File: src/rtl/acc_window_if.sv
// ---------------------------------------------------------------------------
// Module      : acc_window_if
// Description : R/D valid-data stream bundle for the windowed accumulator.
// Revision    : 1.0 - initial release
// ---------------------------------------------------------------------------
`default_nettype none

interface acc_window_if #(
    parameter int N    = 16,
    parameter int W    = 32,
    parameter int CNTW = 4
);
    logic            EN;
    logic            R_IN;
    logic [N-1:0]    D_IN;
    logic            FLUSH;
    logic            R_OUT;
    logic [W-1:0]    D_OUT;
    logic [CNTW-1:0] N_OUT;

    modport master (
        output EN, R_IN, D_IN, FLUSH,
        input  R_OUT, D_OUT, N_OUT
    );

    modport slave (
        input  EN, R_IN, D_IN, FLUSH,
        output R_OUT, D_OUT, N_OUT
    );
endinterface

`default_nettype wire

File: src/rtl/acc_window.sv
// ---------------------------------------------------------------------------
// Module      : acc_window
// Description : Sums every L accepted words (or fewer on FLUSH), one result per window.
// Revision    : 1.0 - initial release
// ---------------------------------------------------------------------------
`default_nettype none

module acc_window #(
    parameter int N    = 16,
    parameter int W    = 32,
    parameter int L    = 8,
    parameter int CNTW = $clog2(L + 1)
) (
    input  wire         CLK,
    input  wire         RST,
    acc_window_if.slave io_bus
);

    localparam logic [0:0]      c_S_EMPTY   = 1'b0;
    localparam logic [0:0]      c_S_FILLING = 1'b1;
    localparam logic [CNTW-1:0] c_LAST      = CNTW'(L - 1);

    logic [W-1:0]    r_acc;
    logic [CNTW-1:0] r_cnt;
    logic            r_rout;
    logic [W-1:0]    r_dout;
    logic [CNTW-1:0] r_nout;

    logic [0:0]      w_state;
    logic [W-1:0]    w_sum;
    logic [W-1:0]    w_acc_nxt;
    logic [CNTW-1:0] w_cnt_nxt;
    logic            w_emit;
    logic [W-1:0]    w_dout_nxt;
    logic [CNTW-1:0] w_nout_nxt;

    // State is implied by the word count rather than held separately.
    assign w_state = (r_cnt == '0) ? c_S_EMPTY : c_S_FILLING;
    assign w_sum   = r_acc + W'(io_bus.D_IN);

    always_ff @(posedge CLK) begin
        if (RST) begin
            r_acc  <= '0;
            r_cnt  <= '0;
            r_rout <= 1'b0;
            r_dout <= '0;
            r_nout <= '0;
        end else if (io_bus.EN) begin
            r_acc  <= w_acc_nxt;
            r_cnt  <= w_cnt_nxt;
            r_rout <= w_emit;
            r_dout <= w_dout_nxt;
            r_nout <= w_nout_nxt;
        end
    end

    always_comb begin
        w_acc_nxt  = r_acc;
        w_cnt_nxt  = r_cnt;
        w_emit     = 1'b0;
        w_dout_nxt = r_dout;
        w_nout_nxt = r_nout;
        if (io_bus.R_IN) begin
            if ((r_cnt == c_LAST) || io_bus.FLUSH) begin
                // cnt+1 equals L on a full window, so one expression covers both closes.
                w_emit     = 1'b1;
                w_dout_nxt = w_sum;
                w_nout_nxt = r_cnt + 1'b1;
                w_acc_nxt  = '0;
                w_cnt_nxt  = '0;
            end else begin
                w_acc_nxt  = w_sum;
                w_cnt_nxt  = r_cnt + 1'b1;
            end
        end else if (io_bus.FLUSH && (w_state == c_S_FILLING)) begin
            w_emit     = 1'b1;
            w_dout_nxt = r_acc;
            w_nout_nxt = r_cnt;
            w_acc_nxt  = '0;
            w_cnt_nxt  = '0;
        end
    end

    always_comb begin
        io_bus.R_OUT = r_rout;
        io_bus.D_OUT = r_dout;
        io_bus.N_OUT = r_nout;
    end

endmodule

`default_nettype wire

File: src/flat_wrapper.sv
// flat-port wrapper written by rule: the top's interface ports become plain ports
module acc_window_flat 
#(
    parameter int N    = 16,
    parameter int W    = 32,
    parameter int L    = 8,
    parameter int CNTW = $clog2(L + 1)
)
  (CLK, RST, io_bus_EN, io_bus_R_IN, io_bus_D_IN, io_bus_FLUSH, io_bus_R_OUT, io_bus_D_OUT, io_bus_N_OUT);
  acc_window_if #(.N(N), .W(W), .CNTW(CNTW)) io_bus_i ();
  input  wire CLK;
  input  wire RST;
  input wire logic [$bits(io_bus_i.EN)-1:0] io_bus_EN;
  input wire logic [$bits(io_bus_i.R_IN)-1:0] io_bus_R_IN;
  input wire logic [$bits(io_bus_i.D_IN)-1:0] io_bus_D_IN;
  input wire logic [$bits(io_bus_i.FLUSH)-1:0] io_bus_FLUSH;
  output wire logic [$bits(io_bus_i.R_OUT)-1:0] io_bus_R_OUT;
  output wire logic [$bits(io_bus_i.D_OUT)-1:0] io_bus_D_OUT;
  output wire logic [$bits(io_bus_i.N_OUT)-1:0] io_bus_N_OUT;
  assign io_bus_i.EN = io_bus_EN;
  assign io_bus_i.R_IN = io_bus_R_IN;
  assign io_bus_i.D_IN = io_bus_D_IN;
  assign io_bus_i.FLUSH = io_bus_FLUSH;
  assign io_bus_R_OUT = io_bus_i.R_OUT;
  assign io_bus_D_OUT = io_bus_i.D_OUT;
  assign io_bus_N_OUT = io_bus_i.N_OUT;
  acc_window #(.N(N), .W(W), .L(L), .CNTW(CNTW)) u_core (.CLK(CLK), .RST(RST), .io_bus(io_bus_i));
endmodule
File: config.mk
export PLATFORM = sky130hd
export DESIGN_NAME = acc_window_flat
export DESIGN_NICKNAME = d
export VERILOG_FILES = /design/src/rtl/acc_window_if.sv /design/src/rtl/acc_window.sv /design/src/flat_wrapper.sv
export SDC_FILE = /design/constraint.sdc
export NUM_CORES = 1
export LEC_CHECK = 0
export BUFFER_PORTS_ARGS = -buffer_cell sky130_fd_sc_hd__clkbuf_2
export CAP_MARGIN = 20
export CORE_MARGIN = 5
export CORE_UTILIZATION = 30
export DETAILED_ROUTE_END_ITERATION = 10
export GPL_TIMING_DRIVEN = 0
export PLACE_DENSITY = 0.54
export SLEW_MARGIN = 5
export SYNTH_ARGS = -nofsm -noshare
export SYNTH_HDL_FRONTEND = slang
export SYNTH_SLANG_ARGS = --single-unit
export TNS_END_PERCENT = 5
File: constraint.sdc
create_clock -name CLK -period 2.99 [get_ports CLK]
set_input_delay 0.4485 -clock CLK [delete_from_list [all_inputs] [get_ports CLK]]
set_output_delay 0.4485 -clock CLK [all_outputs]
set_load 0.01 [all_outputs]
# After elaboration in Yosys (flattened, before gate mapping)

Cells that the tools add are included.

$add $sub $neg: 2
Equality and inequality tests: 2
Multiplexer cells: 16
Reductions and logical operators: 6

Operator list:

| cell                                                 | number |
|---|---|
| two-way mux 32 bit                                   | 6 |
| adder 32 x 16 -> 32 bit                              | 1 |
| two-way mux 4 bit                                    | 6 |
| adder 4 x 1 -> 4 bit (second input constant)         | 1 |
| equality test 4 x 3 -> 1 bit (second input constant) | 1 |
| zero test 4 bit                                      | 1 |
| two-way mux 1 bit                                    | 4 |
| AND reduction 3 bit                                  | 1 |
| != test 2 x 1 -> 1 bit (second input constant)       | 1 |
| AND reduction 2 bit                                  | 1 |
| nonzero test 2 bit                                   | 1 |
| logical AND 1 bit                                    | 1 |
| logical OR 1 bit                                     | 1 |

Register bits: 73

# Depth between registers and ports, before layout

Depth after elaboration: 5
Gate-level depth with buffers: 11

# Least setup slack after synthesis

Ideal clock, no wire load.

Kind: input to register
From: input port io_bus_D_IN[0]
To: register u_core.r_dout[12], in the netlist u_core.io_bus.D_OUT[12]
Library setup time: 0.086 ns
Arrival time: 2.321 ns
Data required time: 2.904 ns
Path slack: 0.583 ns
Stages: 9
Cell sequence: ha_1 > fa_1 > a21oi_1 > o211ai_2 > a31oi_2 > o21ai_0 > xor2_1 > mux2i_1 > a211oi_1

Longest elaborated chain between the ends: 3

Ends and longest elaborated chain:

| item                    | line               | text |
|---|---|---|
| from (decl)             | flat_wrapper.sv:15 | `input wire logic [$bits(io_bus_i.D_IN)-1:0] io_bus_D_IN;` |
| adder 32 x 16 -> 32 bit | acc_window.sv:39   | `assign w_sum = r_acc + W'(io_bus.D_IN);` |
| two-way mux 32 bit      | acc_window.sv:64   | `if ((r_cnt == c_LAST) \|\| io_bus.FLUSH) begin` |
| two-way mux 32 bit      | acc_window.sv:63   | `if (io_bus.R_IN) begin` |
| to (signal assigned)    | acc_window.sv:52   | `r_dout <= w_dout_nxt;` |
| to (decl)               | acc_window.sv:26   | `logic [W-1:0] r_dout;` |

No other way between the ends. The select of a mux whose other input is x is not followed.
A chain may end at the register's enable or synchronous reset.

# Final worst setup path

From: register u_core.r_acc[12]
To: register u_core.r_dout[18], in the netlist u_core.io_bus.D_OUT[18]

Longest elaborated chain between the ends: 3

Ends and longest elaborated chain:

| item                    | line             | text |
|---|---|---|
| from (decl)             | acc_window.sv:23 | `logic [W-1:0] r_acc;` |
| from (signal assigned)  | acc_window.sv:49 | `r_acc <= w_acc_nxt;` |
| adder 32 x 16 -> 32 bit | acc_window.sv:39 |  |
| two-way mux 32 bit      | acc_window.sv:64 |  |
| two-way mux 32 bit      | acc_window.sv:63 |  |

No other way between the ends. The select of a mux whose other input is x is not followed.

==> out/qor.yml <==
p_sw_mw: 0.695
cp-startpoint: "u_core.r_acc[12]$_SDFFE_PP0P_"
synthesis.area_um2: 4270
synthCells: 519
initial_core_util_pct: 30.6
drt-initial-drc-count: 286
antenna_found_initial: 0
cts_setup_buffers: 0
cts.clk_slew.worst_paths_ps: 60
cp-start-kind: "flop"
ctsResizeCount: 0
power_density_nw_per_um2: 495
cp.arrival_ps: 2940
worstReg2RegStart: "u_core.r_acc[12]$_SDFFE_PP0P_"
grt_pass1_wl_mm: 21.5
drv_cap: 0
antenna_left: 0
endpoint_kind: "flop"
overflow: 0
p_leak_nw: 2.02
comb_power_share_pct: 14.6
cts.root.buffer_cell: "clkbuf_16"
num_io_pins: 58
setup_violations: 0
pwr-share-seq_pct: 41.5
worstHoldPathType: "primary input to flop"
rsz0062_at_grt: "no"
period_needed_ps: 2740
syn_nets: 559
final_cells: 772
status: "complete, no violations"
wl_mm: 13.5
required_ps: 3190
synth_edf_count: 0
chipWidth_um: 129
die_height_um: 129
hold_viol_final: 0
port_buffers: 57
h-tree-depth: 3
timing.final.crit_share_pct: 91.6
finalSetupTns_ps: 0
vias: 4198
yosysUniqueCellTypes: 61
tightest_slew_ps: 857
numCtsBuffers: 9
cts_max_path_buffers: 2
n_antenna_cell: 0
tritoncts: "done"
die-area_um2: 16700
peakVddDrop_mv: 0.240
relSlewSlack_pct: 42.9
gp_congestion: 0.900
syn_avg_cell_area_um2: 8.22
min_from: "io_bus_EN"
nets: 627
clkPwrFrac_pct: 43.9
fin_skew_ps: 6.70
placedCellCount: 756
synth_flop_cell: "dfxtp_1"
wire_per_inst_um: 17.5
max_freq_mhz: 365
ys_seq_area_share_pct: 34.2
core_area_um2: 13900
via_per_inst: 5.44
critPathMaxFanout: 5
slew_violations: 0
drive_above_1_share_pct: 17.1
synth_seq_cells: 73
ctsHoldBuffers: 0
track_usage_pct: 16.5
drc: 0
intPower_mw: 1.82
clk_latency_ps: 340
areaGrowthSynthToFinish_pct: 18.9
num_rows: 43
cts_sinks: 73
grt_max_degree: 13
drt_pass1_iterations: 5
dp_hpwl_mm: 10.1
async_flop_share_pct: 0
p_sw_share_pct: 27.6
yosys_warnings: 0
grt_pass1_vias: 4162
crit_type: "flop to flop"
## critical path, cell delays in order (launching register included)
cell and delay (ps):
dfxtp_1 330, ha_1 340, a21oi_1 340, o21ai_1 120
a211oi_1 430, a21oi_1 250, a31oi_1 390, xor2_1 290
a211oi_1 110
## placed cells by master, fill, tap and decap left out, drive strengths merged, types with 3 or more instances in the layout
master	n
a21oi	31
or4	4
nand4	9
xor2	16
inv	15
nand3	16
nand2	43
a22oi	6
a31oi	8
nand2b	3
nor2	61
nand3b	4
o31ai	5
and3	6
o211ai	6
clkbuf	87
a41oi	3
a211oi	33
mux2i	14
and4	3
o21ai	46
a21o	8
nor2b	3
xnor2	13
ha	18
nor3	7
and2	6
dfxtp	73
buf	13
a32oi	3
## kinds of logic after synthesis
kind of cell / Yosys count / share of synthesized area [%]
AOI/OAI and AO/OA: 163 / 25.4
xor gates and xnor gates: 29 / 5.95
adders and majority gates: 19 / 5.75
buffers and inverters: 47 / 4.78
DFF: 73 / 34.2
muxes: 14 / 3.28
and+or+nand+nor: 174 / 20.6
## area by class of cell
type                            count  area, um2
Timing Repair Buffer               57        285
Fill cell                        1458       8860
Sequential cell                    73       1460
Clock inverter                      5       55.1
Inverter                           15       56.3
Buffer                             32        148
Clock buffer                       11        243
Multi-Input combinational cell    399       2600
Tap cell                          180        225
## layer usage
layer / track usage, % / share of wire (%)
met1: 21.5 / 46
met2: 26.4 / 47
met3: 4.12 / 5.2
met4: 5.81 / 1.7
met5: 0 / 0
## flip-flops by register name (all words and copies together), names as in the netlist
| signal | count |
|---|---|
| u_core.io_bus.D_OUT | 32 |
| u_core.r_acc | 32 |
| u_core.io_bus.N_OUT | 4 |
| u_core.r_cnt | 4 |
| u_core.io_bus.R_OUT | 1 |
## stage by stage
stage / hold slack [ps] / total power, mW / setup slack, ps / cell area, um2 / util [%]
finish: 457 / 2.51 / 252 / 5080 / 36.4
global route: 458 / 2.63 / 76.3 / 5080 / 36.4
CTS: 444 / 2.54 / 300 / 5080 / 36.4
detailed placement: 470 / 1.43 / 82.8 / 4780 / 34.3
global placement: 459 / 1.43 / 91.7 / 4780 / 34.3
floorplan: 444 / 1.30 / 583 / 4270 / -
## power by group through the flow
stage | registers [mW] | logic (mW) | clock network, mW
finish | 1.04 | 0.367 | 1.10
global route | 1.05 | 0.410 | 1.17
CTS | 1.04 | 0.369 | 1.13
detailed placement | 1.07 | 0.368 | 0
global placement | 1.06 | 0.364 | 0
floorplan | 1.07 | 0.225 | 0
## synthesized netlist by cell type, types with 2 or more instances
library cell | count | area share (%)
nand3b_1 | 4 | 0.70
a21o_1 | 8 | 1.4
nor2_2 | 2 | 0.29
nand2_1 | 42 | 3.7
a31oi_1 | 6 | 0.88
ha_1 | 18 | 5.3
nor2_1 | 58 | 5.1
nand3_2 | 2 | 0.47
mux2i_1 | 14 | 3.3
a211oi_1 | 32 | 5.6
nor2b_1 | 3 | 0.44
nor3_1 | 6 | 0.70
and4_1 | 2 | 0.41
a21oi_1 | 31 | 3.6
a41oi_1 | 3 | 0.62
a22o_1 | 2 | 0.41
buf_6 | 2 | 0.53
a32oi_1 | 3 | 0.62
o211ai_1 | 5 | 0.88
o2111ai_1 | 2 | 0.41
nand4_1 | 9 | 1.3
or3_1 | 2 | 0.29
a311oi_1 | 2 | 0.41
inv_1 | 15 | 1.3
and2_1 | 5 | 0.73
nand4b_1 | 2 | 0.41
xnor2_1 | 13 | 2.7
nand3_1 | 14 | 1.6
a22oi_1 | 6 | 1.1
xor2_1 | 16 | 3.3
dfxtp_1 | 73 | 34
nand2b_1 | 3 | 0.44
clkbuf_1 | 19 | 1.7
o21ai_1 | 3 | 0.35
a2111oi_0 | 2 | 0.41
o31ai_1 | 5 | 0.88
o21ai_0 | 43 | 5.0
and3_1 | 6 | 0.88
buf_2 | 10 | 1.2
o21a_1 | 2 | 0.35
or4_1 | 4 | 0.70
## final timing paths
path	end	slack (ps)	depth (start not counted)
worst max-delay path	u_core.io_bus.D_OUT[18]$_SDFFE_PP0P_	250	8
worst min-delay path	u_core.io_bus.R_OUT$_SDFFE_PP0P_	460	3
worst max register to register	u_core.io_bus.D_OUT[18]$_SDFFE_PP0P_	250	8
worst min register to register	u_core.io_bus.R_OUT$_SDFFE_PP0P_	470	2
Power figures use the tool's default switching activity.
